File: src/rtl/qea_run_sequencer.sv
// Job sequencer for the quantum-emulation accelerator: loads gate contexts and the
// state vector, starts the engine, times the run and streams the final state back out.
module qea_run_sequencer #(
  parameter int PE_NUM_WIDTH            = 2,
  parameter int PE_NUM                  = 4,
  parameter int MAX_QBIT_WIDTH          = 6,
  parameter int STATE_DATA_WIDTH        = 64,
  parameter int STATE_ADDR_WIDTH        = 16,
  parameter int GATE_CONTEXT_DATA_WIDTH = 64,
  parameter int GATE_CONTEXT_ADDR_WIDTH = 16,
  parameter int CYC_WIDTH               = 32
) (
  input  logic                                 clk,
  input  logic                                 rst,
  input  logic                                 i_run,
  input  logic                                 i_abort,
  input  logic [MAX_QBIT_WIDTH-1:0]            i_qbit_num,
  input  logic [GATE_CONTEXT_ADDR_WIDTH:0]     i_ins_num,
  input  logic                                 i_ctx_valid,
  input  logic [GATE_CONTEXT_DATA_WIDTH-1:0]   i_ctx_data,
  output logic                                 o_ctx_ready,
  input  logic                                 i_sv_valid,
  input  logic [PE_NUM*STATE_DATA_WIDTH-1:0]   i_sv_data,
  output logic                                 o_sv_ready,
  output logic                                 o_rd_valid,
  output logic [PE_NUM*STATE_DATA_WIDTH-1:0]   o_rd_data,
  input  logic                                 i_rd_ready,
  output logic                                 o_qea_start,
  output logic [MAX_QBIT_WIDTH-1:0]            o_qea_qbit_num,
  output logic                                 o_ctx_en,
  output logic                                 o_ctx_wea,
  output logic [GATE_CONTEXT_ADDR_WIDTH-1:0]   o_ctx_addr,
  output logic [GATE_CONTEXT_DATA_WIDTH-1:0]   o_ctx_data,
  output logic [PE_NUM-1:0]                    o_state_ena,
  output logic [PE_NUM-1:0]                    o_state_wea,
  output logic [STATE_ADDR_WIDTH-1:0]          o_state_addra,
  output logic [PE_NUM*STATE_DATA_WIDTH-1:0]   o_state_dina,
  input  logic                                 i_qea_complete,
  input  logic [PE_NUM*STATE_DATA_WIDTH-1:0]   i_qea_state_dout,
  output logic                                 o_busy,
  output logic                                 o_done,
  output logic                                 o_err,
  output logic [CYC_WIDTH-1:0]                 o_exec_cycles
);

  localparam int SVW   = PE_NUM * STATE_DATA_WIDTH;
  localparam int CNT_W = (GATE_CONTEXT_ADDR_WIDTH > STATE_ADDR_WIDTH) ?
                         GATE_CONTEXT_ADDR_WIDTH : STATE_ADDR_WIDTH;
  localparam logic [31:0] LP_QMIN = 32'(PE_NUM_WIDTH);
  localparam logic [31:0] LP_QMAX = 32'(STATE_ADDR_WIDTH + PE_NUM_WIDTH);
  localparam logic [31:0] LP_NMAX = 32'(2 ** GATE_CONTEXT_ADDR_WIDTH);

  typedef enum logic [2:0] {
    S_IDLE     = 3'd0,
    S_LD_CTX   = 3'd1,
    S_LD_STATE = 3'd2,
    S_START    = 3'd3,
    S_RUN      = 3'd4,
    S_RD_ISSUE = 3'd5,
    S_RD_WAIT  = 3'd6,
    S_RD_OUT   = 3'd7
  } state_t;

  state_t                               r_state;
  logic [CNT_W-1:0]                     r_cnt;
  logic [GATE_CONTEXT_ADDR_WIDTH-1:0]   r_last_ins;
  logic [STATE_ADDR_WIDTH-1:0]          r_last_word;
  logic [MAX_QBIT_WIDTH-1:0]            r_qbit;
  logic                                 r_busy;
  logic                                 r_done;
  logic                                 r_err;
  logic [CYC_WIDTH-1:0]                 r_exec;
  logic                                 r_ctx_ready;
  logic                                 r_sv_ready;
  logic                                 r_rd_valid;
  logic [SVW-1:0]                       r_rd_data;
  logic                                 r_qea_start;
  logic                                 r_ctx_en;
  logic [GATE_CONTEXT_ADDR_WIDTH-1:0]   r_ctx_addr;
  logic [GATE_CONTEXT_DATA_WIDTH-1:0]   r_ctx_data;
  logic [PE_NUM-1:0]                    r_state_ena;
  logic [PE_NUM-1:0]                    r_state_wea;
  logic [STATE_ADDR_WIDTH-1:0]          r_state_addra;
  logic [SVW-1:0]                       r_state_dina;

  state_t                               w_state_nx;
  logic [CNT_W-1:0]                     w_cnt_nx;
  logic [GATE_CONTEXT_ADDR_WIDTH-1:0]   w_last_ins_nx;
  logic [STATE_ADDR_WIDTH-1:0]          w_last_word_nx;
  logic [MAX_QBIT_WIDTH-1:0]            w_qbit_nx;
  logic                                 w_done_nx;
  logic                                 w_err_nx;
  logic [CYC_WIDTH-1:0]                 w_exec_nx;
  logic [SVW-1:0]                       w_rd_data_nx;
  logic                                 w_ctx_en_nx;
  logic [GATE_CONTEXT_ADDR_WIDTH-1:0]   w_ctx_addr_nx;
  logic [GATE_CONTEXT_DATA_WIDTH-1:0]   w_ctx_data_nx;
  logic [PE_NUM-1:0]                    w_state_ena_nx;
  logic [PE_NUM-1:0]                    w_state_wea_nx;
  logic [STATE_ADDR_WIDTH-1:0]          w_state_addra_nx;
  logic [SVW-1:0]                       w_state_dina_nx;
  logic [31:0]                          w_q32;
  logic [31:0]                          w_n32;
  logic                                 w_param_ok;

  assign w_q32      = 32'(i_qbit_num);
  assign w_n32      = 32'(i_ins_num);
  assign w_param_ok = (w_q32 > LP_QMIN) && (w_q32 <= LP_QMAX) &&
                      (w_n32 >= 32'd1) && (w_n32 <= LP_NMAX);

  // Next-state and next-output computation; abort overrides every other request.
  always_comb begin
    w_state_nx       = r_state;
    w_cnt_nx         = r_cnt;
    w_last_ins_nx    = r_last_ins;
    w_last_word_nx   = r_last_word;
    w_qbit_nx        = r_qbit;
    w_done_nx        = 1'b0;
    w_err_nx         = 1'b0;
    w_exec_nx        = r_exec;
    w_rd_data_nx     = r_rd_data;
    w_ctx_en_nx      = 1'b0;
    w_ctx_addr_nx    = r_ctx_addr;
    w_ctx_data_nx    = r_ctx_data;
    w_state_ena_nx   = '0;
    w_state_wea_nx   = '0;
    w_state_addra_nx = r_state_addra;
    w_state_dina_nx  = r_state_dina;
    if (i_abort && (r_state != S_IDLE)) begin
      w_state_nx = S_IDLE;
      w_qbit_nx  = '0;
    end else begin
      case (r_state)
        S_IDLE: begin
          if (i_run && w_param_ok) begin
            w_state_nx     = S_LD_CTX;
            w_cnt_nx       = '0;
            w_qbit_nx      = i_qbit_num;
            w_last_ins_nx  = GATE_CONTEXT_ADDR_WIDTH'(w_n32 - 32'd1);
            w_last_word_nx = STATE_ADDR_WIDTH'((32'd1 << (w_q32 - LP_QMIN)) - 32'd1);
          end else if (i_run) begin
            w_err_nx = 1'b1;
          end else begin
            w_state_nx = S_IDLE;
          end
        end
        S_LD_CTX: begin
          if (i_ctx_valid) begin
            w_ctx_en_nx   = 1'b1;
            w_ctx_addr_nx = r_cnt[GATE_CONTEXT_ADDR_WIDTH-1:0];
            w_ctx_data_nx = i_ctx_data;
            if (r_cnt[GATE_CONTEXT_ADDR_WIDTH-1:0] == r_last_ins) begin
              w_state_nx = S_LD_STATE;
              w_cnt_nx   = '0;
            end else begin
              w_cnt_nx = r_cnt + {{(CNT_W-1){1'b0}}, 1'b1};
            end
          end else begin
            w_ctx_en_nx = 1'b0;
          end
        end
        S_LD_STATE: begin
          if (i_sv_valid) begin
            w_state_ena_nx   = '1;
            w_state_wea_nx   = '1;
            w_state_addra_nx = r_cnt[STATE_ADDR_WIDTH-1:0];
            w_state_dina_nx  = i_sv_data;
            if (r_cnt[STATE_ADDR_WIDTH-1:0] == r_last_word) begin
              w_state_nx = S_START;
              w_cnt_nx   = '0;
              w_exec_nx  = '0;
            end else begin
              w_cnt_nx = r_cnt + {{(CNT_W-1){1'b0}}, 1'b1};
            end
          end else begin
            w_state_ena_nx = '0;
          end
        end
        S_START: begin
          w_state_nx = S_RUN;
        end
        S_RUN: begin
          // The completion cycle itself is not counted.
          if (i_qea_complete) begin
            w_state_nx       = S_RD_ISSUE;
            w_cnt_nx         = '0;
            w_state_ena_nx   = '1;
            w_state_addra_nx = '0;
          end else if (r_exec != {CYC_WIDTH{1'b1}}) begin
            w_exec_nx = r_exec + {{(CYC_WIDTH-1){1'b0}}, 1'b1};
          end else begin
            w_exec_nx = r_exec;
          end
        end
        S_RD_ISSUE: begin
          w_state_nx = S_RD_WAIT;
        end
        S_RD_WAIT: begin
          w_state_nx   = S_RD_OUT;
          w_rd_data_nx = i_qea_state_dout;
        end
        S_RD_OUT: begin
          if (i_rd_ready && (r_cnt[STATE_ADDR_WIDTH-1:0] == r_last_word)) begin
            w_state_nx = S_IDLE;
            w_done_nx  = 1'b1;
            w_qbit_nx  = '0;
          end else if (i_rd_ready) begin
            w_state_nx       = S_RD_ISSUE;
            w_cnt_nx         = r_cnt + {{(CNT_W-1){1'b0}}, 1'b1};
            w_state_ena_nx   = '1;
            w_state_addra_nx = w_cnt_nx[STATE_ADDR_WIDTH-1:0];
          end else begin
            w_state_nx = S_RD_OUT;
          end
        end
        default: begin
          w_state_nx = S_IDLE;
          w_qbit_nx  = '0;
        end
      endcase
    end
  end

  // State and registered-output update; the stream readies follow the next state.
  always_ff @(posedge clk or posedge rst) begin
    if (rst) begin
      r_state       <= S_IDLE;
      r_cnt         <= '0;
      r_last_ins    <= '0;
      r_last_word   <= '0;
      r_qbit        <= '0;
      r_busy        <= 1'b0;
      r_done        <= 1'b0;
      r_err         <= 1'b0;
      r_exec        <= '0;
      r_ctx_ready   <= 1'b0;
      r_sv_ready    <= 1'b0;
      r_rd_valid    <= 1'b0;
      r_rd_data     <= '0;
      r_qea_start   <= 1'b0;
      r_ctx_en      <= 1'b0;
      r_ctx_addr    <= '0;
      r_ctx_data    <= '0;
      r_state_ena   <= '0;
      r_state_wea   <= '0;
      r_state_addra <= '0;
      r_state_dina  <= '0;
    end else begin
      r_state       <= w_state_nx;
      r_cnt         <= w_cnt_nx;
      r_last_ins    <= w_last_ins_nx;
      r_last_word   <= w_last_word_nx;
      r_qbit        <= w_qbit_nx;
      r_busy        <= (w_state_nx != S_IDLE);
      r_done        <= w_done_nx;
      r_err         <= w_err_nx;
      r_exec        <= w_exec_nx;
      r_ctx_ready   <= (w_state_nx == S_LD_CTX);
      r_sv_ready    <= (w_state_nx == S_LD_STATE);
      r_rd_valid    <= (w_state_nx == S_RD_OUT);
      r_rd_data     <= w_rd_data_nx;
      r_qea_start   <= (w_state_nx == S_START);
      r_ctx_en      <= w_ctx_en_nx;
      r_ctx_addr    <= w_ctx_addr_nx;
      r_ctx_data    <= w_ctx_data_nx;
      r_state_ena   <= w_state_ena_nx;
      r_state_wea   <= w_state_wea_nx;
      r_state_addra <= w_state_addra_nx;
      r_state_dina  <= w_state_dina_nx;
    end
  end

  assign o_ctx_ready    = r_ctx_ready;
  assign o_sv_ready     = r_sv_ready;
  assign o_rd_valid     = r_rd_valid;
  assign o_rd_data      = r_rd_data;
  assign o_qea_start    = r_qea_start;
  assign o_qea_qbit_num = r_qbit;
  assign o_ctx_en       = r_ctx_en;
  assign o_ctx_wea      = r_ctx_en;
  assign o_ctx_addr     = r_ctx_addr;
  assign o_ctx_data     = r_ctx_data;
  assign o_state_ena    = r_state_ena;
  assign o_state_wea    = r_state_wea;
  assign o_state_addra  = r_state_addra;
  assign o_state_dina   = r_state_dina;
  assign o_busy         = r_busy;
  assign o_done         = r_done;
  assign o_err          = r_err;
  assign o_exec_cycles  = r_exec;

endmodule

File: config.mk
export PLATFORM = sky130hd
export DESIGN_NAME = qea_run_sequencer
export DESIGN_NICKNAME = d
export VERILOG_FILES = /design/src/rtl/qea_run_sequencer.sv
export SDC_FILE = /design/constraint.sdc
export NUM_CORES = 1
export LEC_CHECK = 0
export CORE_AREA = 4 4 489 491
export DETAILED_ROUTE_END_ITERATION = 7
export DIE_AREA = 0 0 493 495
export HOLD_SLACK_MARGIN = 0.1
export PLACE_DENSITY = 0.32
export SYNTH_ARGS = -nofsm -noshare
export SYNTH_HDL_FRONTEND = slang
export SYNTH_SLANG_ARGS = --single-unit
File: constraint.sdc
create_clock -name clk -period 28.4 [get_ports clk]
set_clock_uncertainty 0.05 [all_clocks]
set_input_delay 5.68 -clock clk [delete_from_list [all_inputs] [get_ports clk]]
set_output_delay 5.68 -clock clk [all_outputs]
set_load 0.02 [all_outputs]
==> Implementation_results.wiki <==
{| class="wikitable"
! Metric !! Value
|-
| First-pass GRT wire length || 233000 um
|-
| Total wire length after detailed routing || 180500 um
|-
| Fin crit share || 32.76%
|-
| Number of cell rows || 178
|-
| Number of CTS-inserted buffers || 100
|-
| Async SR Flop Fraction || 100.0%
|-
| Top post-synthesis cells by count || dfrtp_1, mux2_2, nand2_1
|-
| Gate family responsible for the most delay along the worst path || buffers and inverters
|-
| Max IR drop VDD || 0.00004581 V
|-
| Number of global-route vias before repair || approximately 24000
|-
| Period minus WS final || 9.302 ns
|-
| R2r endpoint || o_state_dina[113]
|-
| 1st-iter DRT viols || 985
|-
| Antenna violations before repair || between 100 and 150
|-
| Final count of negative-setup-slack endpoints || 0
|-
| Largest stage delay on the critical path || 0.91 ns
|-
| CP dominant cell by count || buf_4
|-
| EDFF count, synth || 0
|-
| Actual transition at the worst max-transition pin || 1.064 ns
|-
| CTS root buf || clkbuf_16
|-
| Count of TritonRoute iterations in the first routing pass || 4
|-
| Number of buffers on the longest clock path || 3
|-
| Class of the worst hold path || register to register
|-
| Worst Path Class, Setup || input port to register
|-
| Area growth syn-to-layout || 70.22%
|-
| Maximum achievable frequency || 0.1075 GHz
|-
| Setup repair bufs after CTS || 0
|-
| Relative slew margins || approximately 29%
|-
| Top flip-flop cell by instance count after synthesis || dfrtp_1
|-
| CTS tree || built
|-
| Clock slew seen by the registers of the worst setup and hold paths || ~0.06 ns
|-
| Die Area || around 240000 um2
|-
| Area of the core region || 234700 um2
|-
| Number of synthesized register bits || 707
|-
| Power per cell area || roughly 59 nW/um2
|-
| Top fanout value on the critical path || 70
|-
| Crit path buffers/inverters || 4
|-
| Vias after detailed routing || 22795
|-
| Leakage power || 20.79 nW
|-
| Cell area after layout || 48210 um2
|-
| CTS Hold Bufs || 0
|-
| CTS resizes || 0
|-
| Global route overflow || 0
|-
| Routability cong. || 0.8381
|-
| Maximum number of pins on one net before global-route repair || 139
|-
| Clock latency of the later-clocked register in the worst-skew pair || roughly 0.73 ns
|-
| H-tree depth || 3
|-
| Ratio of cells with drive above 1 in the final layout || 20.47%
|-
| Yosys warns || 0
|-
| Top cells by area, synth || dfrtp_1, mux2_2, nand2_1, clkbuf_1, xor2_1
|-
| Die Y || 495 um
|-
| Mean area per synthesized cell || about 13 um2
|-
| IO buf count || 1269
|-
| Detailed-route wire length per cell || 26.96 um
|-
| Status || finished, final reports clean
|-
| Worst path required time || around 29 ns
|-
| Number of distinct library cell variants in the gate-level netlist after synthesis || 61
|-
| Via-per-instance ratio || 3.405
|-
| Most used standard cell by instance count after synthesis || dfrtp_1
|-
| CTS Sinks || 707
|-
| Slack of the worst reg-to-reg path || 23.63 ns
|-
| Die boundary width || 493 um
|-
| Slowest CP cell || buf_4
|-
| Max-cap violations || 0
|-
| Total routing usage reported by global routing || between 10 and 15%
|-
| Terminating pin of the worst hold path || o_ctx_data[15]
|-
| Mapped Area || 28320 um2
|-
| Critical hold path startpoint || o_ctx_data[15]
|-
| Area fraction of the dominant cell type after synthesis || 62.47%
|-
| Half-perimeter wire length of the detailed placement result || 146800 um
|-
| Launch instance of the worst register-to-register path || r_state[0]
|-
| Antenna Violating Nets Remaining || 0
|-
| # nets final || 4033
|-
| Kind of start point of the critical path || input port
|-
| Unrepaired setup endpoints after global routing || no
|-
| Detailed-route DRC error count || 0
|-
| Critical Path End Type || register
|-
| Setup_tns || 0 ns
|-
| Worst-case reg-to-reg path depth || 7
|-
| Final number of hold-violating endpoints || 0
|-
| Cells along the critical path || clkdlybuf4s50_1 -> nor4bb_4 -> buf_4 -> buf_4 -> buf_4 -> mux2_2
|-
| Placed cell areas || between 40000 and 50000 um2
|-
| Boundary pin count || 1270
|-
| Pins Over Slew Limit || 0
|-
| Largest area contributor in the netlist || dfrtp_1
|-
| Data arrival time of the critical path || 9.86 ns
|-
| Sequential share of the synthesized area || between 60 and 70%
|-
| Post-synthesis instance total || 2154
|-
| Hold Path Stages || 2
|-
| Initial standard-cell utilization of the core || 12.07%
|-
| Syn_nets || 2769
|}
-- routing by layer --
metal	up-vias	global-route usage, %	part of all wire [%]
met4	98	4.281	3.4
met1	11319	14.92	36
li1	10046	-	-
met5	-	0	0.32
met2	976	25.01	50
met3	356	6.616	9.9
-- worst max path at each step --
stage,slack (ns),cells past startpoint,from,to
floorplan,2.84,1,rst,o_busy
global placement,18.19,6,rst,o_state_dina[171]
detailed placement,18.19,6,rst,o_state_dina[195]
CTS,19.02,6,rst,o_state_dina[195]
global route,18.67,6,rst,o_state_dina[198]
finish,19.10,6,i_abort,o_rd_data[164]
-- metrics by stage --
step	hold WS (ns)	setup WS (ns)	cells	total power (W)	utilization [%]
2_1_floorplan	0.4189	2.841	2154	0.001284	-
3_3_place_gp	0.4089	18.19	6466	0.001563	19.04
3_5_place_dp	0.4123	18.19	6466	0.001563	19.04
4_1_cts	0.4270	19.02	6653	0.002930	20.49
5_1_grt	0.4304	18.67	6664	0.002984	20.51
6_report	0.4232	19.10	6694	0.002849	20.54
-- layout make-up --
class | count | area, um2
clock buffers | 164 | 3115
well taps | 3150 | 3941
multi-input cells | 1293 | 10060
clock inverters | 23 | 289.0
repair buffers | 1293 | 12920
inverters | 23 | 93.84
fillers | 25574 | 186500
diodes | 41 | 102.6
flip-flops and latches | 707 | 17690
-- worst register-to-register path: stages (launching register included) --
cell	delay, ns
dfrtp_1	0.59
nor2_1	0.46
nand3_1	0.21
nor2_4	0.46
buf_4	0.62
buf_12	0.63
buf_4	1.18
mux2_2	0.45
-- layout by cell type, fill, tap and decap left out, drive strengths merged, types with 16 or more instances in the layout --
cell,instances
dfrtp,707
nor2,94
and3,16
xnor2,33
nor3,23
nand2,288
xor2,42
clkbuf,164
a21oi,47
buf,24
diode,41
o21ai,49
clkdlybuf4s50,1269
inv,27
nand3,29
mux2,518
-- where the power goes --
| part | internal, W | switching (W) |
|---|---|---|
| combinational | 0.000205 | 0.000210 |
| clock | 0.000784 | 0.000530 |
| sequential | 0.00107 | 0.0000473 |
| total | 0.00206 | 0.000787 |
-- registers in the layout, indices dropped and copies added (netlist names), 3 cells and up --
register and flops:
r_last_word 16, o_rd_data 256, o_qea_qbit_num 6, r_last_ins 16
o_ctx_data 64, o_state_addra 16, r_state 3, o_exec_cycles 32
r_cnt 16, o_ctx_addr 16, o_state_dina 256
-- logic make-up (layout without fill, tap and decap cells) --
group	after synthesis	in the layout	synth area share, %
multiplexers	524	524	20.81
buffers and inverters	154	1503	2.187
AO/OA/AOI/OAI	161	161	3.565
adder cells (fa/ha/maj)	8	8	0.3534
other	0	41	0
AND/OR/NAND/NOR	525	525	8.301
flip-flops	707	707	62.47
XOR/XNOR	75	75	2.319
No activity file was read; power rests on OpenSTA's default activity.
